`src/rtl/ascii_text_injector.sv`:
```
// ascii_text_injector: buffers OSD "Load Ascii" bytes from the ioctl port, normalises
//    line endings and feeds them one at a time to the ACIA receive path, paced for the 6502.
// Latency: strobe accepted in cycle N -> out_valid in cycle N+2 (FIFO empty, FSM idle).
// Backpressure: registered ioctl_wait at count >= DEPTH-1 (one slot of slack); strobes
//    landing on a full FIFO are dropped and latch overflow; out_data holds until out_ready.
//
// Ports:
//    clk_sys, reset           - only clock; synchronous active-high reset
//    enable                   - 1 = file source selected; 0 flushes and idles the block
//    ioctl_download/wr/data   - hps_io download port (wr is a one-cycle byte strobe)
//    ioctl_wait               - back-pressure to hps_io
//    out_data/valid/ready     - byte handshake toward the ACIA receive path
//    busy                     - injection in progress (LED_USER, UART source mux)
//    overflow                 - sticky: a byte was dropped since the last download start
//
// Build option: define ASCII_TEXT_INJECTOR_UPCASE_EN to fold a-z to A-Z at push time.

module ascii_text_injector #(
   parameter int DEPTH    = 16,       // power of two, >= 4
   parameter int CHAR_GAP = 48000,    // cycles between bytes
   parameter int LINE_GAP = 960000,   // cycles after an emitted CR
   parameter int CNT_W    = 20        // must hold max(CHAR_GAP, LINE_GAP)
) (
   input  logic       clk_sys,
   input  logic       reset,
   input  logic       enable,
   input  logic       ioctl_download,
   input  logic       ioctl_wr,
   input  logic [7:0] ioctl_data,
   output logic       ioctl_wait,
   output logic [7:0] out_data,
   output logic       out_valid,
   input  logic       out_ready,
   output logic       busy,
   output logic       overflow
);

   localparam int AW = $clog2(DEPTH);
   localparam int CW = AW + 1;

   localparam logic [CW-1:0]    FULL_CNT  = CW'(DEPTH);
   localparam logic [CW-1:0]    WAIT_CNT  = CW'(DEPTH - 1);
   localparam logic [CNT_W-1:0] CHAR_LOAD = CNT_W'(CHAR_GAP - 1);
   localparam logic [CNT_W-1:0] LINE_LOAD = CNT_W'(LINE_GAP - 1);

   localparam logic [1:0] S_IDLE    = 2'd0;
   localparam logic [1:0] S_PRESENT = 2'd1;
   localparam logic [1:0] S_GAP     = 2'd2;

   logic [7:0]       mem [DEPTH];
   logic [AW-1:0]    wr_ptr;
   logic [AW-1:0]    rd_ptr;
   logic [CW-1:0]    count;
   logic [CW-1:0]    count_nxt;
   logic [1:0]       state;
   logic [CNT_W-1:0] gap_cnt;
   logic             dl_prev;
   logic             prev_cr;

   logic             dl_rise;
   logic             flush;
   logic             is_cr;
   logic             is_lf;
   logic             is_nul;
   logic             keep;
   logic             push;
   logic             pop;
   logic             drop;
   logic [7:0]       filt_dat;
   logic [7:0]       push_dat;

   // Push-side filter: drop NUL, drop LF directly after CR, store a lone LF as CR.
   always_comb begin
      is_cr    = (ioctl_data == 8'h0D);
      is_lf    = (ioctl_data == 8'h0A);
      is_nul   = (ioctl_data == 8'h00);
      keep     = ioctl_wr && !is_nul && !(is_lf && prev_cr);
      filt_dat = is_lf ? 8'h0D : ioctl_data;
`ifdef ASCII_TEXT_INJECTOR_UPCASE_EN
      // UK101 BASIC only tokenises upper case.
      push_dat = ((filt_dat >= 8'h61) && (filt_dat <= 8'h7A)) ? (filt_dat & 8'hDF) : filt_dat;
`else
      push_dat = filt_dat;
`endif
   end

   // A new download or a deselected source discards everything queued.
   always_comb begin
      dl_rise = ioctl_download && !dl_prev;
      flush   = !enable || dl_rise;
      pop     = !flush && (state == S_IDLE) && (count != '0);
      // A full FIFO can still take a byte in the cycle it is popped.
      push    = !flush && keep && ((count != FULL_CNT) || pop);
      drop    = !flush && keep && (count == FULL_CNT) && !pop;
   end

   always_comb begin
      count_nxt = count;
      if (flush) begin
         count_nxt = '0;
      end else if (push && !pop) begin
         count_nxt = count + CW'(1);
      end else if (pop && !push) begin
         count_nxt = count - CW'(1);
      end
   end

   always_ff @(posedge clk_sys) begin
      if (push) begin
         mem[wr_ptr] <= push_dat;
      end
   end

   always_ff @(posedge clk_sys) begin
      if (reset) begin
         wr_ptr     <= '0;
         rd_ptr     <= '0;
         count      <= '0;
         ioctl_wait <= 1'b0;
         overflow   <= 1'b0;
         prev_cr    <= 1'b0;
         dl_prev    <= 1'b0;
      end else begin
         dl_prev    <= ioctl_download;
         count      <= count_nxt;
         // Raised one entry early so a strobe already in flight still fits.
         ioctl_wait <= (count_nxt >= WAIT_CNT);
         if (flush) begin
            wr_ptr  <= '0;
            rd_ptr  <= '0;
            prev_cr <= 1'b0;
            if (dl_rise) begin
               overflow <= 1'b0;
            end
         end else begin
            if (push) begin
               wr_ptr <= wr_ptr + AW'(1);
            end
            if (pop) begin
               rd_ptr <= rd_ptr + AW'(1);
            end
            if (drop) begin
               overflow <= 1'b1;
            end
            // Any non-NUL byte that is not dropped updates CR tracking, including a
            // discarded LF, so CR LF LF yields two line ends rather than one.
            if (ioctl_wr && !is_nul && !drop) begin
               prev_cr <= is_cr;
            end
         end
      end
   end

   always_ff @(posedge clk_sys) begin
      if (reset) begin
         state    <= S_IDLE;
         out_data <= 8'h00;
         gap_cnt  <= '0;
      end else if (flush) begin
         state    <= S_IDLE;
         gap_cnt  <= '0;
      end else begin
         case (state)
            S_IDLE: begin
               if (pop) begin
                  out_data <= mem[rd_ptr];
                  state    <= S_PRESENT;
               end
            end
            S_PRESENT: begin
               if (out_ready) begin
                  // BASIC needs extra time to tokenise a finished line.
                  gap_cnt <= (out_data == 8'h0D) ? LINE_LOAD : CHAR_LOAD;
                  state   <= S_GAP;
               end
            end
            S_GAP: begin
               if (gap_cnt == '0) begin
                  state <= S_IDLE;
               end else begin
                  gap_cnt <= gap_cnt - CNT_W'(1);
               end
            end
            default: begin
               state <= S_IDLE;
            end
         endcase
      end
   end

   assign out_valid = (state == S_PRESENT);
   assign busy      = enable && (ioctl_download || (count != '0) || (state != S_IDLE));

endmodule

```
`config.mk`:
```
export PLATFORM = sky130hd
export DESIGN_NAME = ascii_text_injector
export DESIGN_NICKNAME = d
export VERILOG_FILES = /design/src/rtl/ascii_text_injector.sv
export SDC_FILE = /design/constraint.sdc
export NUM_CORES = 1
export LEC_CHECK = 0
export BUFFER_PORTS_ARGS = -buffer_cell sky130_fd_sc_hd__buf_2
export CORE_AREA = 2 2 119 121
export DETAILED_ROUTE_END_ITERATION = 8
export DIE_AREA = 0 0 121 123
export PLACE_DENSITY = 0.77
export SYNTH_ARGS = -nofsm -noshare
export SYNTH_HDL_FRONTEND = slang
export SYNTH_SLANG_ARGS = --single-unit
export TNS_END_PERCENT = 30
```
`constraint.sdc`:
```
create_clock -name clk_sys -period 2.35 [get_ports clk_sys]
set_input_delay 0.47 -clock clk_sys [delete_from_list [all_inputs] [get_ports clk_sys]]
set_output_delay 0.47 -clock clk_sys [all_outputs]
set_load 0.01 [all_outputs]
```
==> flow_metrics.py <==
metrics = {
    "finish": {
        "multi_input_area_um2": 2580,
        "area.growth.synth_to_final_pct": 16.6,
        "design_area_um2": 8700,
        "finalNetCount": 591,
        "diodes": 0,
        "fillers": 905,
        "drive_gt1_share_pct": 32.2,
        "register_area_um2": 4790,
    },
    "global_routing": {
        "overflow": 0,
        "grt_pass1_wl_um": 25000,
        "grt_max_degree": 35,
        "grt_antenna_before_repair": 0,
        "grt_pass1_vias": 4552,
        "grtUsageTotal_pct": 23.1,
    },
    "power": {
        "p_int_mw": 4.75,
        "ir_worst_vdd_uv": 595,
        "finalPower_mw": 6.06,
        "leakage_nw": 2.94,
        "clockPowerShare_pct": 42.3,
        "comb_power_share_pct": 3.0,
        "switching_share_pct": 21.7,
        "seq_power_share_pct": 54.8,
        "cellPowerDensity_nw_per_um2": 697,
        "power.switching_mw": 1.32,
    },
    "hold_path": {
        "holdCritPathClass": "input pin to register",
    },
    "synth": {
        "synth_ff_type": "edfxtp_1",
        "synth_compound_area_share_pct": 6.37,
        "synth.largest_area_cell": "edfxtp_1",
        "ys_warn_count": 0,
        "synth_commonest_cells": "edfxtp_1, dfxtp_1, nor2_1",
        "syn_avg_cell_area_um2": 14.8,
        "synthMuxAreaShare_pct": 12.3,
        "ys_ff_latch": 175,
        "yosysSeqAreaShare_pct": 64.1,
        "synth_cell_type_count": 60,
        "async_flop_share_pct": 0,
        "synth_area_um2": 7460,
        "synth_top_area_share_pct": 51.5,
        "synthTopCellsByArea": "edfxtp_1, dfxtp_1, mux4_2",
        "synth_edf_count": 128,
        "synth_top_family_by_area": "multiplexers",
        "synthAdderAreaFrac_pct": 1.34,
        "synthCells": 504,
        "synth-simple-area-share_pct": 11.3,
        "yosysMostFrequentCell": "edfxtp_1",
        "syn_nets": 526,
        "synth-xor-area-share_pct": 2.23,
    },
    "drt": {
        "avgRoutedWirePerCell_um": 21.1,
        "met1_length_um": 6470,
        "via_count": 4599,
        "routed-wl-met2_um": 7830,
        "via_per_inst": 6.04,
        "routed_wirelength_um": 16000,
        "wl_met3_um": 1240,
        "drt_iter0_drc": 487,
        "drt-pass1-iter-count": 5,
        "ant_nets": 0,
        "topRoutingLayerUsed": "met4",
        "drc": 0,
    },
    "sta": {
        "min_period_over_period_pct": 105,
        "slew_violations": 0,
        "tns_ns": -0.137,
        "setup_viol": 2,
        "max_freq_mhz": 407,
        "rsz0062_at_grt": "true",
        "finClkSkew_ns": 0.0106,
        "hold_viol_final": 0,
        "tightest_slew_ns": 0.754,
        "finalWorstSetupSlack_ns": -0.107,
        "slew_headroom_pct": 49.6,
        "layout_min_cycle_time_ns": 2.46,
    },
    "floorplanning": {
        "fp-row-count": 43,
        "dieArea_um2": 14900,
        "core_um2": 13600,
        "start_util_pct": 54.8,
        "fp.dieH_um": 123,
        "fp.dieW_um": 121,
        "io_pins": 26,
    },
    "placement": {
        "dpl.hpwl_um": 10800,
        "place_area_um2": 8050,
        "gp_congestion": 0.886,
        "port_buffers": 25,
    },
    "job": {
        "drv_cap": 0,
    },
    "critical_path": {
        "criticalPathCategory": "register to primary output",
        "startpoint_type": "register",
        "end_kind": "primary output",
        "cp.arrival_ns": 1.99,
        "critPathMaxFanout": 3,
        "crit_required_ns": 1.88,
    },
    "clock_network": {
        "clock_latency_ns": 0.44,
        "cts_sinks": 175,
        "cts_tree": "built",
        "clockBufferDepth": 2,
        "htreeDepth": 4,
        "hold_buffers": 0,
        "root_buffer": "clkbuf_16",
        "cts.reportedPaths.clkPinSlew_ns": 0.07,
        "cts_buffers": 17,
    },
    "status": {
        "violations": "negative setup slack",
        "status": "finished with violations",
    },
}
[repair_timing]
action / 4_1_cts / 5_1_grt
endpoints found under the setup margin: 130 / 84
resized for setup: 19 / 5
buffers inserted: 4 / 2
pin swaps: 3 / 0
[per-layer routing]
layer,vias to the layer above,GRT usage [%]
met5,-,0
met4,0,11.7
met3,37,6.41
met2,182,36.6
met1,2306,29.5
li1,2074,-
[per-stage QoR]
stage / setup WS (ns) / hold slack [ns] / utilization (%) / std cells
finish: -0.107 / 0.354 / 63.9 / 761
global route: -0.181 / 0.361 / 63.9 / 761
CTS: -0.107 / 0.332 / 63.7 / 759
detailed placement: -0.364 / 0.452 / 59.1 / 724
global placement: -0.242 / 0.441 / 59.1 / 724
floorplan: -0.156 / 0.457 / - / 504
[area by class of cell]
type,instances,area share (%)
Clock buffer,17,4.89
Clock inverter,14,1.21
Inverter,9,0.388
Multi-Input combinational cell,290,29.7
Sequential cell,175,55.1
Tap cell,180,2.59
Timing Repair Buffer,76,6.17
[logic make-up (layout without fill, tap and decap cells)]
| kind of cell | count (synthesis) | count (layout) |
|---|---|---|
| muxes | 42 | 42 |
| and+or+nand+nor | 149 | 149 |
| buffers and inverters | 39 | 116 |
| AOI/OAI and AO/OA | 72 | 72 |
| xor gates and xnor gates | 19 | 19 |
| adders and majority gates | 8 | 8 |
| DFF | 175 | 175 |
[worst max-delay path: stages (launching register included)]
cell and delay [ns]:
dfxtp_2 0.32, inv_2 0.07, ha_4 0.13, buf_4 0.10, or4b_4 0.47, o41a_1 0.32, buf_2 0.14
[registers in the layout, indices dropped and copies added, names as in the netlist]
| signal | cells |
|---|---|
| count | 5 |
| dl_prev | 1 |
| gap_cnt | 20 |
| ioctl_wait | 1 |
| mem | 128 |
| out_data | 8 |
| overflow | 1 |
| prev_cr | 1 |
| rd_ptr | 4 |
| state | 2 |
| wr_ptr | 4 |
[power by group through the flow]
stage	registers [mW]	logic, mW	clock network (mW)
floorplan	3.39	0.0836	0
global placement	3.39	0.164	0
detailed placement	3.39	0.171	0
CTS	3.32	0.177	2.59
global route	3.32	0.194	2.70
finish	3.32	0.181	2.56
[cells in the final DEF, fill, tap and decap left out, drive strengths merged, types with 2 or more instances in the layout]
cell type  instances
clkbuf            17
nand4              5
ha                 8
inv               16
or4                3
mux2i              2
clkinv             6
xor2               8
a31oi              3
nor4               6
o211a              2
and3               6
nand2b            10
nor2              41
nor2b              3
dfxtp             47
o21ai              7
or3               10
o221a              3
mux4              40
o2111ai            3
nand2             38
a22oi              2
nor3              13
edfxtp           128
buf               76
a21oi             34
nand3              4
a211oi             3
a41oi              2
and2               2
xnor2             11
o211ai             5
[final timing paths]
check                start           to  slack [ns]  cells past startpoint
hold reg to reg   overflow     overflow        0.46                      2
setup reg to reg  count[1]   ioctl_wait       -0.03                     10
hold / removal       reset  out_data[0]        0.35                      2
setup / recovery  count[1]         busy       -0.11                      6
Note: power is estimated with default switching activity, not from simulation.
